`config.mk`:
```
export PLATFORM = sky130hd
export DESIGN_NAME = tmds_decoder
export DESIGN_NICKNAME = d
export VERILOG_FILES = /design/src/rtl/tmds_pkg.sv /design/src/rtl/tmds_lock_fsm.sv /design/src/rtl/tmds_decoder.sv
export SDC_FILE = /design/constraint.sdc
export NUM_CORES = 1
export LEC_CHECK = 0
export ABC_CLOCK_PERIOD_IN_PS = 2400
export BUFFER_PORTS_ARGS = -buffer_cell sky130_fd_sc_hd__buf_2
export CAP_MARGIN = 20
export CORE_ASPECT_RATIO = 0.8
export CORE_UTILIZATION = 58
export DETAILED_ROUTE_END_ITERATION = 6
export PLACE_DENSITY_LB_ADDON = 0.1
export SYNTH_ARGS = -nofsm -noshare
export SYNTH_HDL_FRONTEND = slang
export SYNTH_SLANG_ARGS = --single-unit
```
`constraint.sdc`:
```
create_clock -name clk_in -period 2.4 [get_ports clk_in]
set_input_delay 0.24 -clock clk_in [delete_from_list [all_inputs] [get_ports clk_in]]
set_output_delay 0.24 -clock clk_in [all_outputs]
set_load 0.01 [all_outputs]
```
`src/rtl/tmds_pkg.sv`:
```
// Shared TMDS definitions: the four control symbols, the lock FSM state type
// and a control-symbol matcher used by both encoder and decoder sides.
package tmds_pkg;

    localparam logic [9:0] CTRL_SYM_00 = 10'h354;
    localparam logic [9:0] CTRL_SYM_01 = 10'h0AB;
    localparam logic [9:0] CTRL_SYM_10 = 10'h154;
    localparam logic [9:0] CTRL_SYM_11 = 10'h2AB;

    typedef enum logic [1:0] {
        SEARCH    = 2'd0,
        SLIP_HOLD = 2'd1,
        LOCKED    = 2'd2
    } lock_state_t;

    // Returns {hit, code}; code is meaningful only when hit is set
    function automatic logic [2:0] match_ctrl(input logic [9:0] sym);
        case (sym)
            CTRL_SYM_00: return 3'b100;
            CTRL_SYM_01: return 3'b101;
            CTRL_SYM_10: return 3'b110;
            CTRL_SYM_11: return 3'b111;
            default:     return 3'b000;
        endcase
    endfunction

endpackage

```
`src/rtl/tmds_lock_fsm.sv`:
```
// Symbol-boundary lock tracker: counts control-symbol runs, requests bitslips
// while searching and detects lock loss. Optional err_count via TMDS_DECODER_ERRCNT_EN.
module tmds_lock_fsm
    import tmds_pkg::*;
#(
    parameter int CTRL_RUN  = 8,
    parameter int WINDOW    = 4096,
    parameter int SLIP_WAIT = 16
) (
    input  logic        clk_in,
    input  logic        rst_in,
    input  logic        valid,
    input  logic        is_ctrl,
    output logic        locked,
    output logic        bitslip
`ifdef TMDS_DECODER_ERRCNT_EN
    ,
    output logic [15:0] err_count
`endif
);

    localparam int WIN_W  = $clog2(WINDOW);
    localparam int RUN_W  = $clog2(CTRL_RUN + 1);
    localparam int HOLD_W = $clog2(SLIP_WAIT + 1);

    lock_state_t       state, state_nxt;
    logic [WIN_W-1:0]  win_cnt, win_nxt;
    logic [RUN_W-1:0]  run_cnt, run_nxt;
    logic [HOLD_W-1:0] hold_cnt, hold_nxt;
    logic              slip_nxt;
    logic              lost;

    always_ff @(posedge clk_in) begin
        if (!rst_in) begin
            state    <= SEARCH;
            win_cnt  <= '0;
            run_cnt  <= '0;
            hold_cnt <= '0;
            bitslip  <= 1'b0;
        end else begin
            state    <= state_nxt;
            win_cnt  <= win_nxt;
            run_cnt  <= run_nxt;
            hold_cnt <= hold_nxt;
            bitslip  <= slip_nxt;
        end
    end

    // Lock completion is tested before window expiry so a simultaneous
    // finish locks rather than slips
    always_comb begin
        state_nxt = state;
        win_nxt   = win_cnt;
        run_nxt   = run_cnt;
        hold_nxt  = hold_cnt;
        slip_nxt  = 1'b0;
        lost      = 1'b0;
        case (state)
            SEARCH: begin
                if (valid) begin
                    if (is_ctrl) begin
                        run_nxt = (run_cnt == RUN_W'(CTRL_RUN)) ? run_cnt : run_cnt + 1'b1;
                    end else begin
                        run_nxt = '0;
                    end
                    if (is_ctrl && (run_nxt == RUN_W'(CTRL_RUN))) begin
                        state_nxt = LOCKED;
                        run_nxt   = '0;
                        win_nxt   = '0;
                    end else if (win_cnt == WIN_W'(WINDOW - 1)) begin
                        state_nxt = SLIP_HOLD;
                        slip_nxt  = 1'b1;
                        run_nxt   = '0;
                        win_nxt   = '0;
                        hold_nxt  = '0;
                    end else begin
                        win_nxt = win_cnt + 1'b1;
                    end
                end
            end
            SLIP_HOLD: begin
                if (hold_cnt == HOLD_W'(SLIP_WAIT - 1)) begin
                    state_nxt = SEARCH;
                    hold_nxt  = '0;
                end else begin
                    hold_nxt = hold_cnt + 1'b1;
                end
            end
            LOCKED: begin
                if (valid) begin
                    if (is_ctrl) begin
                        win_nxt = '0;
                    end else if (win_cnt == WIN_W'(WINDOW - 1)) begin
                        state_nxt = SEARCH;
                        win_nxt   = '0;
                        run_nxt   = '0;
                        lost      = 1'b1;
                    end else begin
                        win_nxt = win_cnt + 1'b1;
                    end
                end
            end
            default: begin
                state_nxt = SEARCH;
                win_nxt   = '0;
                run_nxt   = '0;
                hold_nxt  = '0;
            end
        endcase
    end

    assign locked = (state == LOCKED);

`ifdef TMDS_DECODER_ERRCNT_EN
    // Alignment trouble events: each slip request and each loss of lock
    always_ff @(posedge clk_in) begin
        if (!rst_in) begin
            err_count <= '0;
        end else if ((slip_nxt || lost) && (err_count != 16'hFFFF)) begin
            err_count <= err_count + 1'b1;
        end
    end
`else
    logic unused_lost;
    assign unused_lost = lost;
`endif

endmodule

```
`src/rtl/tmds_decoder.sv`:
```
// One-channel TMDS decoder: 2-stage decode pipeline plus lock/bitslip tracking.
// Optional err_count_out port enabled by TMDS_DECODER_ERRCNT_EN.
module tmds_decoder
    import tmds_pkg::*;
#(
    parameter int CTRL_RUN  = 8,
    parameter int WINDOW    = 4096,
    parameter int SLIP_WAIT = 16
) (
    input  logic        clk_in,
    input  logic        rst_in,
    input  logic [9:0]  symbol_in,
    input  logic        valid_in,
    output logic [7:0]  data_out,
    output logic [1:0]  ctrl_out,
    output logic        de_out,
    output logic        valid_out,
    output logic        locked_out,
    output logic        bitslip_out
`ifdef TMDS_DECODER_ERRCNT_EN
    ,
    output logic [15:0] err_count_out
`endif
);

    logic [9:0] sym_s1;
    logic       valid_s1;
    logic       is_ctrl_s1;
    logic [1:0] code_s1;
    logic [7:0] d_s1;
    logic [7:0] dec_s1;

    always_ff @(posedge clk_in) begin
        if (!rst_in) begin
            sym_s1   <= '0;
            valid_s1 <= 1'b0;
        end else begin
            sym_s1   <= symbol_in;
            valid_s1 <= valid_in;
        end
    end

    // Undo DC-balance inversion, then the XOR/XNOR transition chain
    always_comb begin
        {is_ctrl_s1, code_s1} = match_ctrl(sym_s1);
        d_s1      = sym_s1[9] ? ~sym_s1[7:0] : sym_s1[7:0];
        dec_s1    = '0;
        dec_s1[0] = d_s1[0];
        for (int i = 1; i < 8; i++) begin
            dec_s1[i] = sym_s1[8] ? (d_s1[i] ^ d_s1[i-1]) : ~(d_s1[i] ^ d_s1[i-1]);
        end
    end

    always_ff @(posedge clk_in) begin
        if (!rst_in) begin
            data_out  <= '0;
            ctrl_out  <= '0;
            de_out    <= 1'b0;
            valid_out <= 1'b0;
        end else begin
            valid_out <= valid_s1;
            if (valid_s1) begin
                if (is_ctrl_s1) begin
                    de_out   <= 1'b0;
                    ctrl_out <= code_s1;
                end else begin
                    de_out   <= 1'b1;
                    data_out <= dec_s1;
                end
            end
        end
    end

    tmds_lock_fsm #(
        .CTRL_RUN  (CTRL_RUN),
        .WINDOW    (WINDOW),
        .SLIP_WAIT (SLIP_WAIT)
    ) u_lock (
        .clk_in    (clk_in),
        .rst_in    (rst_in),
        .valid     (valid_s1),
        .is_ctrl   (is_ctrl_s1),
        .locked    (locked_out),
        .bitslip   (bitslip_out)
`ifdef TMDS_DECODER_ERRCNT_EN
        ,
        .err_count (err_count_out)
`endif
    );

endmodule

```
==> results of run 1 <==
[worst max-delay path, cell delays in order, from the launching register on]
cell and delay (ns):
dfxtp_1 0.40, inv_1 0.08, ha_1 0.21, and3b_1 0.21
a211o_2 0.32, and2_4 0.15, a211o_1 0.36, nor2b_1 0.17
o211a_1 0.23
[per-layer routing]
metal  global-route usage [%]  vias to the layer above
met2                    32.05                       31
met1                    35.39                      848
li1                         -                      973
met4                    5.660                        0
met5                        0                        -
met3                    5.059                        5
[state kept, by name, indices dropped and copies added, names as in the netlist, 2 cells and up]
signal,cells
u_lock.state,2
u_lock.hold_cnt,5
ctrl_out,2
sym_s1,10
u_lock.win_cnt,12
data_out,8
u_lock.run_cnt,4
[power by group through the flow]
stage          logic, mW  clock network [mW]  registers (mW)
6_report           0.134               0.673           0.824
4_1_cts            0.136               0.684           0.824
3_3_place_gp       0.132                   0           0.840
3_5_place_dp       0.134                   0           0.842
5_1_grt            0.149               0.718           0.828
2_1_floorplan     0.0955                   0           0.842
[worst paths after layout]
kind	end	slack, ns	cells past startpoint
setup / recovery	u_lock.hold_cnt[2]	0.16	8
hold / removal	sym_s1[1]	0.14	2
setup reg to reg	u_lock.hold_cnt[2]	0.16	8
hold reg to reg	u_lock.hold_cnt[4]	0.47	1
[layout make-up]
type                    count  area [sq um]  share of cell area (%)
repair buffers             31         167.7                   6.147
multi-input cells         188          1380                   50.60
well taps                  55         68.82                   2.523
inverters                  10         37.54                   1.376
flip-flops and latches     47         940.9                   34.50
clock buffers               6         72.57                   2.661
clock inverters             2         60.06                   2.202
[placed cells by master (no fill, tap or decap), types with 2 or more instances in the layout]
cell       netlist  layout
bufinv_16        0       2
nand3_1         15      15
inv_1           10      10
a31oi_1          6       6
buf_4            1       5
and2_1          15      15
a21o_1           4       4
nand4_1          3       3
nand2b_1         4       4
nor2_1           4       4
mux2i_1          2       2
dfxtp_1         47      47
o21ai_0          5       5
and3_1           6       6
xnor2_1         10      10
o2bb2ai_1        2       2
or3_1            2       2
buf_2            1      26
o21a_1           2       2
ha_1            12      12
xor2_1           4       4
clkbuf_8         1       5
o211ai_1         2       2
nand2_1         25      25
and3_2           2       2
a21oi_1          7       7
o211a_1          9       9
nor2b_1          9       9
a22oi_1          4       4
a22o_1           4       4
a211o_1          2       2
[cell families after synthesis]
kind of cell	after synthesis
AND/OR/NAND/NOR	100
AO/OA/AOI/OAI	59
flip-flops	47
buffers and inverters	22
XOR/XNOR	14
adder cells (fa/ha/maj)	12
multiplexers	3
[per-stage QoR]
| stage | area, sq um | cells | hold slack [ns] | setup slack [ns] |
|---|---|---|---|---|
| finish | 2728 | 339 | 0.1423 | 0.1632 |
| global route | 2728 | 339 | 0.1326 | 0.009229 |
| CTS | 2728 | 339 | 0.1359 | 0.1532 |
| detailed placement | 2595 | 331 | 0.4496 | 0.2025 |
| global placement | 2595 | 331 | 0.4455 | 0.2460 |
| floorplan | 2434 | 257 | 0.3673 | 0.2418 |
==> out/results.tsv, run 1 <==
metric	value	unit
grt.total_usage	22.99	%
worst_pin_slew	0.4381	ns
die_height	59.94	um
clk_pin_slew_worst_paths	0.09	ns
hp-class	input port to register	
initial_core_util	62.34	%
drive_above_1_share	18.66	%
hold_viol	0	
syn_to_final_growth	12.08	%
cts_resized	0	
utilization	69.87	%
power_frac_comb	8.2	%
finalMaxSlewViolations	0	
drtPass1Iterations	4	
rsz0062_at_grt	no	
wl_met1	2491	um
numClockSinks	47	
skew	0.008763	ns
ios	27	
routed.top_layer	met4	
switchingPower	0.3450	mW
synth_commonest_cells	47 x dfxtp_1, 25 x nand2_1, 15 x and2_1, 15 x nand3_1, 12 x ha_1	
tns	0	ns
maxCapViolCount	0	
wl	4551	um
finalPower	1.631	mW
gr-total-overflow	0	
synth_most_common_cell	dfxtp_1	
critPathLaunch	u_lock.run_cnt[1]	
dieArea	4460	sq um
synth_fa_ha_area_share	6.170	%
vias_per_cell	5.478	
endpoint_kind	register	
cp-start-kind	register	
ys_warn_count	0	
status	finished clean	
crit_fanout	6	
power_switching_share	21.15	%
synth.ff_latch_count	47	
routed-wl-met2	1872	um
synth_cells	257	
numCtsBuffers	5	
postCtsSetupRepairBufs	0	
cp.required	2.59	ns
relSlewSlack	70.75	%
ir_drop	0.4085	mV
avgSynthCellArea	9.469	sq um
synth_edf_count	0	
ys.flop_type	dfxtp_1	
grt_pass1_wl	7679	um
die_x	74.42	um
syn_area	2434	sq um
synth_xor_area_share	5.039	%
syn-num-nets	282	
wl_met3	153	um
p_seq_share	50.5	%
ctsHoldBuffers	0	
nets	308	
clock-root-buffer	clkbuf_8	
yosysSeqAreaShare	38.66	%
via_count	1857	
post-route-period-util	93.20	%
place_hpwl	3257	um
grt_max_degree	37	
drcViolationCount	0	
power_density	598.0	nW/um^2
core	3904	sq um
grt_pass1_vias	1574	
cts_tree	yes	
final_antenna_net_count	0	
p_leak	1.253	nW
crit_arrival	2.42	ns
crit_type	register to register	
antennaDiodeCount	0	
timing.fmax	0.4471	GHz
drtIter0Drc	95	
fillCellCount	317	
synth_top_family_by_area	simple AND/OR/NAND/NOR gates	
synthArstFlopShare	0	%
rr_startpoint	u_lock.run_cnt[1]	
h-tree-depth	2	
num_rows	20	
cts_buffer_depth	2	
synth_top_area_share	38.66	%
synth.area.mux_share	1.285	%
synth_cell_type_count	61	
clock_latency	0.30	ns
port_buffers	26	
synth_area_leader_cell	dfxtp_1	
wire_per_inst	13.42	um
clkPwrFrac	41.3	%
netlist_top_cells_area	dfxtp_1 39%, ha_1 6.2%, and2_1 3.9%	
p_int	1.286	mW
gp_congestion	0.8365	
synthSimpleGateAreaFrac	24.73	%
period_needed	2.237	ns
setup_viol	0	
synth_compound_area_share	19.49	%
antenna_found_initial	0	
holdCritStartpoint	symbol_in[1]	
(Power assumes the default switching activity.)
==> run 2, diff against run 1 <==
--- a/config.mk
+++ b/config.mk
@@ -6,10 +6,10 @@
 export NUM_CORES = 1
 export LEC_CHECK = 0
 export ABC_CLOCK_PERIOD_IN_PS = 2400
-export BUFFER_PORTS_ARGS = -buffer_cell sky130_fd_sc_hd__buf_2
+export BUFFER_PORTS_ARGS = -buffer_cell sky130_fd_sc_hd__buf_4
 export CAP_MARGIN = 20
 export CORE_ASPECT_RATIO = 0.8
-export CORE_UTILIZATION = 58
+export CORE_UTILIZATION = 25
 export DETAILED_ROUTE_END_ITERATION = 6
 export PLACE_DENSITY_LB_ADDON = 0.1
 export SYNTH_ARGS = -nofsm -noshare
==> run 2 against run 1 <==
Against the previous run: cell area rose by 7.8%; first-iteration DRC count rose by 59%; routed wire length rose by 11%; maximum frequency rose by 0.46%; critical endpoint unchanged; highest routed layer unchanged; the run now ends with DRC left; sequential power barely moved; via count fell by 0.70%.
==> out/results.tsv, run 2 (same netlist as run 1, synthesis figures left out) <==
metric	value	unit	change
status	complete, but fails checks		
violations	DRC		
grt_pass1_vias	1727		+9.7%
numCtsBuffers	5		unchanged
final_antenna_net_count	0		unchanged
drive_above_1_share	19.23	%	+0.57 points
ctsHoldBuffers	0		unchanged
fillCellCount	987		+210%
drtIter0Drc	151		+59%
ios	27		unchanged
regArea	940.9	sq um	unchanged
worstHoldEndpoint	sym_s1[6]		
numClockSinks	47		unchanged
core	9231	sq um	+140%
relSlewSlack	71.50	%	+0.74 points
holdCritStartpoint	symbol_in[6]		
endpoint_kind	register		
crit_slowest_cell	dfxtp_1		
worstPathBufferInverterCount	1		unchanged
nets	310		+0.65%
die_height	90.25	um	+51%
rsz0062_at_grt	no		
grt_pass1_wl	8687	um	+13%
gp_congestion	0.7739		-7.5%
instances_no_fill	401		+18%
cts_resized	0		unchanged
wire_per_inst	12.58	um	-6.3%
syn_to_final_growth	20.77	%	
clk_pin_slew_worst_paths	0.06	ns	-0.03 ns
ir_drop	0.3170	mV	-22%
cts_buffer_depth	2		unchanged
ff2ff_path_depth	8		unchanged
antenna_found_initial	0		unchanged
grt_max_degree	37		unchanged
drcViolationCount	1		+1
antennaDiodeCount	0		unchanged
finalMaxSlewViolations	0		unchanged
tns	0	ns	unchanged
place_hpwl	3737	um	+15%
clock_latency	0.28	ns	-0.02 ns
crit_type	register to register		
hold_viol	0		unchanged
drtPass1Iterations	6		+2
dp.cells	393		+19%
hold_depth	2		unchanged
dieArea	10140	sq um	+130%
crit_fanout	6		unchanged
p_leak	1.301	nW	+3.8%
gr-total-overflow	0		unchanged
multi_input_area	1380	sq um	unchanged
crit_arrival	2.40	ns	-0.02 ns
setup_viol	0		unchanged
utilization	31.84	%	-38 points
largest_reg_flops	12		unchanged
largest_register	u_lock.win_cnt		
layout_commonest_cell	dfxtp_1		
worst-r2r-setup-slack	0.17	ns	about the same
final_cell_mix	47 x dfxtp_1, 33 x buf_4, 25 x nand2_1		
crit_chain	inv_1, ha_1, and3b_1, a211o_2, and2_4, a211o_1, nor2b_1, o211a_1		
clock-root-buffer	clkbuf_16		
cp.required	2.58	ns	about the same
postCtsSetupRepairBufs	0		unchanged
timing.fmax	0.4491	GHz	+0.46%
h-tree-depth	2		unchanged
wl	5043	um	+11%
rr_startpoint	u_lock.run_cnt[1]		
num_rows	31		+55%
vias_per_cell	4.599		-16%
fin_hold_ws	0.1616	ns	+0.01930 ns
skew	0.005387	ns	-0.003377 ns
top_regs	u_lock.win_cnt (12), sym_s1 (10), data_out (8)		
cp-start-kind	register		
grt.total_usage	10.85	%	-12 points
via_count	1844		-0.70%
cts_tree	yes		
initial_core_util	26.36	%	-36 points
die_x	112.3	um	+51%
post-route-period-util	92.77	%	-0.43 points
period_needed	2.227	ns	-0.01024 ns
max_stage_delay	0.38	ns	-0.02 ns
critical-path-top-delay-family	compound AO/OA/AOI/OAI gates		
worst_pin_slew	0.4270	ns	-0.01114 ns
maxCapViolCount	0		unchanged
port_buffers	26		unchanged
power_density	632.0	nW/um^2	+5.7%
hp-class	input port to register		
r2r_end	u_lock.hold_cnt[2]		
run 2: per-stage QoR:
step | setup WS (ns) | instance area (sq um) | total power [mW]
detailed placement | 0.1762 | 2750 | 0.9920
global placement | 0.2093 | 2750 | 0.9941
floorplan | 0.2418 | 2434 | 0.9374
finish | 0.1735 | 2939 | 1.858
CTS | 0.1617 | 2939 | 1.899
global route | 0.01621 | 2939 | 1.939
run 2: how the worst max path moves through the flow:
| stage | start | to | depth (start not counted) |
|---|---|---|---|
| 5_1_grt | u_lock.win_cnt[1] | u_lock.run_cnt[0] | 7 |
| 2_1_floorplan | u_lock.run_cnt[0] | u_lock.run_cnt[0] | 8 |
| 3_5_place_dp | u_lock.run_cnt[1] | u_lock.hold_cnt[4] | 8 |
| 3_3_place_gp | u_lock.run_cnt[1] | u_lock.run_cnt[0] | 8 |
| 4_1_cts | u_lock.run_cnt[1] | u_lock.hold_cnt[2] | 8 |
| 6_report | u_lock.run_cnt[1] | u_lock.hold_cnt[2] | 8 |
run 2: worst reg2reg max path, delay by kind of cell (launching register included):
family,cells,cell delay (ns)
adders and majority gates,1,0.21
and+or+nand+nor,3,0.53
AOI/OAI and AO/OA,3,0.92
DFF,1,0.38
buffers and inverters,1,0.08
run 2: power breakdown:
| group | total, mW | leakage, nW | internal, mW | switching (mW) |
|---|---|---|---|---|
| Clock | 0.885 | 0.0911 | 0.597 | 0.288 |
| Combinational | 0.148 | 0.826 | 0.0785 | 0.0695 |
| Sequential | 0.825 | 0.384 | 0.805 | 0.0200 |
run 2: area by class of cell:
class / instances / share of cell area, %
Multi-Input combinational cell: 188 / 46.96
Sequential cell: 47 / 32.01
Clock buffer: 6 / 4.385
Clock inverter: 2 / 2.043
Timing Repair Buffer: 33 / 8.429
Inverter: 10 / 1.277
Tap cell: 115 / 4.896
run 2: per-layer routing:
layer / global-route usage, % / wire (um)
met5: 0 / 0
met4: 4.000 / 61
met3: 2.697 / 167
met2: 14.60 / 1996
met1: 16.28 / 2818
